**config.mk**
```make
export PLATFORM = sky130hd
export DESIGN_NAME = mem_arbiter
export DESIGN_NICKNAME = d
export VERILOG_FILES = /design/src/rtl/mem_arbiter.sv
export SDC_FILE = /design/constraint.sdc
export NUM_CORES = 1
export LEC_CHECK = 0
export ABC_AREA = 1
export CORE_MARGIN = 8
export CORE_UTILIZATION = 27
export DETAILED_ROUTE_END_ITERATION = 7
export HOLD_SLACK_MARGIN = 0.02
export PLACE_DENSITY = 0.86
export SETUP_SLACK_MARGIN = 0.3
export SLEW_MARGIN = 20
export SYNTH_ARGS = -nofsm -noshare
export SYNTH_HDL_FRONTEND = slang
export SYNTH_SLANG_ARGS = --single-unit
```
**constraint.sdc**
```tcl
create_clock -name clk -period 1.7 [get_ports clk]
set_input_delay 0.34 -clock clk [delete_from_list [all_inputs] [get_ports clk]]
set_output_delay 0.34 -clock clk [all_outputs]
set_load 0.1 [all_outputs]
```
**src/rtl/mem_arbiter.sv**
```systemverilog
// rtl/mem_arbiter.sv - two-master arbiter for the 16-bit CPU memory bus with tagged read return
module mem_arbiter #(
    parameter int RD_LATENCY = 1,
    parameter int MAX_HOLD   = 4
) (
    input  logic        clk,
    input  logic        reset_n,
    input  logic [15:0] m0_addr,
    input  logic        m0_rd,
    input  logic        m0_wr,
    input  logic [15:0] m0_wrdata,
    output logic        m0_waitrequest,
    output logic [15:0] m0_rddata,
    output logic        m0_rdvalid,
    input  logic [15:0] m1_addr,
    input  logic        m1_rd,
    input  logic        m1_wr,
    input  logic [15:0] m1_wrdata,
    output logic        m1_waitrequest,
    output logic [15:0] m1_rddata,
    output logic        m1_rdvalid,
    output logic [15:0] o_mem_addr,
    output logic        o_mem_rd,
    output logic        o_mem_wr,
    output logic [15:0] o_mem_wrdata,
    input  logic [15:0] i_mem_rddata
);

    localparam logic [3:0] MAX_HOLD_W = 4'(MAX_HOLD);

    logic                  req0;
    logic                  req1;
    logic                  grant0;
    logic                  grant1;
    logic                  winner;
    logic                  last_grant;
    logic [3:0]            hold_cnt;
    logic [RD_LATENCY-1:0] tag_v;
    logic [RD_LATENCY-1:0] tag_id;
    logic                  tail_v;
    logic                  tail_id;

    assign req0 = m0_rd | m0_wr;
    assign req1 = m1_rd | m1_wr;

    // hold_cnt == 0 means nobody owns the bus, so a tie goes to the requester not granted last
    always_comb begin
        grant0 = 1'b0;
        grant1 = 1'b0;
        winner = ~last_grant;
        if (hold_cnt != 4'd0 && hold_cnt < MAX_HOLD_W) begin
            winner = last_grant;
        end
        if (reset_n) begin
            if (req0 && !req1) begin
                grant0 = 1'b1;
            end else if (req1 && !req0) begin
                grant1 = 1'b1;
            end else if (req0 && req1) begin
                grant0 = ~winner;
                grant1 = winner;
            end
        end
    end

    assign m0_waitrequest = ~reset_n | (req0 & ~grant0);
    assign m1_waitrequest = ~reset_n | (req1 & ~grant1);

    always_comb begin
        o_mem_addr   = 16'h0000;
        o_mem_wrdata = 16'h0000;
        o_mem_rd     = 1'b0;
        o_mem_wr     = 1'b0;
        if (grant0) begin
            o_mem_addr   = m0_addr;
            o_mem_wrdata = m0_wrdata;
            o_mem_rd     = m0_rd & ~m0_wr;
            o_mem_wr     = m0_wr;
        end else if (grant1) begin
            o_mem_addr   = m1_addr;
            o_mem_wrdata = m1_wrdata;
            o_mem_rd     = m1_rd & ~m1_wr;
            o_mem_wr     = m1_wr;
        end
    end

    always_ff @(posedge clk or negedge reset_n) begin
        if (!reset_n) begin
            last_grant <= 1'b1;
            hold_cnt   <= 4'd0;
        end else if (grant0 || grant1) begin
            if (grant1 == last_grant) begin
                hold_cnt <= (hold_cnt == 4'd15) ? 4'd15 : hold_cnt + 4'd1;
            end else begin
                hold_cnt   <= 4'd1;
                last_grant <= grant1;
            end
        end else begin
            hold_cnt <= 4'd0;
        end
    end

    // stage i holds the read issued i+1 edges ago; the last stage lines up with i_mem_rddata
    always_ff @(posedge clk or negedge reset_n) begin
        if (!reset_n) begin
            tag_v  <= '0;
            tag_id <= '0;
        end else begin
            tag_v[0]  <= o_mem_rd;
            tag_id[0] <= grant1;
            for (int i = 1; i < RD_LATENCY; i++) begin
                tag_v[i]  <= tag_v[i-1];
                tag_id[i] <= tag_id[i-1];
            end
        end
    end

    assign tail_v     = tag_v[RD_LATENCY-1];
    assign tail_id    = tag_id[RD_LATENCY-1];
    assign m0_rdvalid = tail_v & ~tail_id;
    assign m1_rdvalid = tail_v & tail_id;
    assign m0_rddata  = m0_rdvalid ? i_mem_rddata : 16'h0000;
    assign m1_rddata  = m1_rdvalid ? i_mem_rddata : 16'h0000;

endmodule
```
==> impl_metrics.toml, run 1 <==
[synth]
synthCells = 226
seq_area_frac_synth = 0.137
ys_ff_latch = 7
synthesis.nets = 314
netlist_area_mm2 = 0.00129
synth.area.top_cells = "nand2_1, nand4_1, dfrtp_1"
syn_area_per_cell_um2 = 5.69
yosysWarnings = 0
yosysTopAreaCellShare = 0.163
yosys.area.top_type = "nand2_1"
synth.distinct_cells = 24

[placement]
place_congestion = 0.841
port_buffers = 155
place_ws_ns = -0.505
dp_hpwl_um = 7490
dp_cells = 442

[timing]
worst_path_end_type = "primary output"
grt-worst-endpoint = "o_mem_addr[0]"

[die]
rows = 25
io_pins = 156
initial_core_util = 0.276
die_w_um = 85.0
die_h_um = 85.0

[clock_tree]
clock_sinks = 7
htreeDepth = 1
clk_path_buf_depth = 2
cts_buffers = 3
cts-root-buf = "clkbuf_8"
cts_hold_buffers = 0

[status]
error = "[ERROR DPL-0033] detailed placement checks failed during check placement."
stop_stage = "global routing (5_1_grt)"
status = "aborted with a tool error"

[grt]
grt_max_degree = 23
antenna_found_initial = 0
-- cell usage after synthesis, drive strengths merged --
cell type and count:
a21oi 1, buf 9, clkbuf 6, dfrtp 6, dfstp 1, ha 2
inv 34, nand2 78, nand3 8, nand4 33, nor2 40, o21ai 7
or2 1
-- cells by family after synthesis --
kind of cell             synth area share
AO/OA/AOI/OAI                      0.0399
flip-flops                          0.137
buffers and inverters               0.198
AND/OR/NAND/NOR                     0.605
adder cells (fa/ha/maj)            0.0195
-- through the flow --
stage / area, µm² / TNS (ns)
after floorplan: 1810 / -14.13
after global placement: 4190 / -13.27
after detailed placement: 4190 / -15.90
after CTS: 4460 / -15.61
-- what timing repair did --
| item | CTS |
|---|---|
| setup buffers | 5 |
| pin swaps | 11 |
| gates cloned | 2 |
| resized for setup | 45 |
| setup endpoints to repair | 75 |
==> run 2, diff against run 1 <==
CORE_UTILIZATION = 25   (was 27)
HOLD_SLACK_MARGIN = not set   (was 0.02)
PLACE_DENSITY = not set   (was 0.86)
PLACE_DENSITY_LB_ADDON = 0.15   (was not set)
SETUP_SLACK_MARGIN = not set   (was 0.3)
==> run 2 against run 1 <==
Synthesized cell count unchanged. Area after synthesis unchanged. The flow now finishes, with violations (setup timing).
==> impl_metrics.toml, run 2 <==
[critical_path]
ff2ff_setup_slack_ns = 0.11
timing.rr.end = "hold_cnt[2]$_DFF_PN0_"
crit_arrival_ns = 1.90
critical_path.startpoint_type = "flop"
critPathKind = "reg2out"
r2r_cells = 10
endpoint_kind = "output port"
crit_required_ns = 1.36
cp_max_fo = 8
r2r-start = "hold_cnt[1]$_DFF_PN0_"

[drt]
drtIter0Drc = 37
wl_per_cell_um = 17.9
first_pass_iters = 4
vias_per_cell = 4.74
drc = 0
routed_wl_um = 8400
vias = 2222
postRouteAntennaNets = 0

[status]
violations = "setup timing"
status = "finished, violations left"

[final_layout]
regMostFlops = "hold_cnt"
fill_cells = 242
antenna_cells = 0
area_growth_pct = 242
final_nets = 488
utilization = 0.873
final_cell_mix = "clkdlybuf4s50_1, buf_12, nand2_4"
largest_register_ffs = 4
mostFrequentLayoutCell = "clkdlybuf4s50_1"
drive_gt1_frac = 0.531

[die]
die_w_um = 87.7
initial_core_util = 0.255
rows = 26
io_pins = 156
core_area_mm2 = 0.00504
die_h_um = 87.7
die-area_mm2 = 0.00770

[grt]
grt_pass1_vias = 2429
grt_max_degree = 33
gr-total-overflow = 0
grt_pass1_wl_um = 12300
antenna_found_initial = 0
track_usage = 0.204

[synth]
synth_most_common_cell = "nand2_1"
async_flop_share = 1.00
syn_area_per_cell_um2 = 5.69
synth_common_cells = "nand2_1, nor2_1, nand4_1"
ys.flop_type = "dfrtp_1"
seq_area_frac_synth = 0.137
netlist_area_mm2 = 0.00129
synth_edf_count = 0
yosys.area.top_type = "nand2_1"
synthesis.nets = 314
synth.distinct_cells = 24
yosysTopAreaCellShare = 0.163
synth.area.top_cells = "nand2_1, nand4_1, dfrtp_1"
yosysWarnings = 0
ys_ff_latch = 7
synthCells = 226

[power]
power_density_mw_per_mm2 = 823
internal_power_uw = 1560
leakage_uw = 0.00189
clockPowerShare = 0.067
p_seq_frac = 0.058
power_frac_comb = 0.875
switchingPower_uw = 2060
peakVddDrop_v = 0.000656
swShare = 0.569

[clock_tree]
clock_sinks = 7
clk_path_buf_depth = 2
clk_latency_ns = 0.23
clk_pin_slew_ns = 0.04
htreeDepth = 1
cts-root-buf = "clkbuf_8"
cts_hold_buffers = 0
cts_buffers = 3
cts_tree = "built"

[timing]
slew_headroom = 0.766
setup_ws_ns = -0.541
finalSetupTns_ns = -16.57
worst_slew_pin_slew_ns = 0.349
period_minus_slack_ns = 2.24
drv_slew = 0
rsz0062_at_grt = "true"
min_period_over_period = 1.32
clock_skew_ns = 0.00373
final_hold_viol_count = 0
setup_viol = 36
fmax_mhz = 446

[hold_path]
min_path_type = "in2async"

[placement]
place_congestion = 0.804
dp_hpwl_um = 6990
place_ws_ns = -0.443
port_buffers = 155

[run]
drv_cap = 0
run 2: cell counts after synthesis:
Identical to the previous run, type by type.
run 2: worst max-delay path by stage:
stage | startpoint | endpoint | slack, ns | depth (start not counted)
after floorplan | tag_id$_DFF_PN0_ | m0_rddata[10] | -0.45 | 4
after global placement | m1_wr | o_mem_rd | -0.42 | 9
after detailed placement | m1_wr | o_mem_rd | -0.44 | 9
after CTS | hold_cnt[0]$_DFF_PN0_ | o_mem_addr[12] | -0.52 | 11
after global routing | hold_cnt[1]$_DFF_PN0_ | o_mem_wrdata[11] | -0.62 | 11
final | hold_cnt[1]$_DFF_PN0_ | o_mem_wrdata[11] | -0.54 | 11
run 2: layout make-up:
type,count,area (µm²),share of cell area
clock buffers,3,41.3,0.00938
clock inverters,1,5.00,0.00114
inverters,34,140,0.0318
multi-input cells,170,1390,0.315
flip-flops and latches,7,176,0.0401
well taps,70,87.6,0.0199
repair buffers,184,2570,0.583
run 2: cell families after synthesis:
logic type	share of synthesized area
buffers and inverters	0.198
AOI/OAI and AO/OA	0.0399
and+or+nand+nor	0.605
DFF	0.137
adders and majority gates	0.0195
run 2: metal layers:
metal	part of all wire	routed length, µm	GRT usage
met1	0.29	2470	0.173
met5	0	0	0
met4	0.027	227	0.0703
met3	0.11	964	0.101
met2	0.56	4740	0.397
run 2: stage by stage:
step           instances  hold slack (ns)  power (µW)  instance area (µm²)
4_1_cts              465            0.106        3520                 4300
2_1_floorplan        226           0.0444        2090                 1800
6_report             469            0.117        3630                 4400
5_1_grt              469            0.124        3750                 4400
3_3_place_gp         460            0.339        3210                 4230
3_5_place_dp         460            0.351        3250                 4230
run 2: critical path, stage by stage, from the launching register on:
cell       delay, ns
dfrtp_1         0.36
inv_2           0.06
ha_4            0.16
inv_4           0.06
nand2_4         0.06
nand2_4         0.10
nand2_4         0.05
o21ai_4         0.14
clkbuf_16       0.22
nand4_1         0.14
nand2_4         0.13
buf_12          0.17
run 2: what timing repair did:
action | in CTS | in global routing
buffers inserted | 1 | 3
endpoints found under the hold margin | 0 | 0
resized for setup | 7 | 16
cloned | 1 | 1
pin swaps | 2 | 5
endpoints found under the setup margin | 37 | 42
run 2: power by group through the flow:
stage	clock network (µW)	logic, µW	registers, µW
6_report	243	3170	210
5_1_grt	255	3280	212
4_1_cts	241	3080	205
3_5_place_dp	0	3040	207
3_3_place_gp	0	3000	206
2_1_floorplan	0	1890	207
Power figures use the tool's default switching activity.
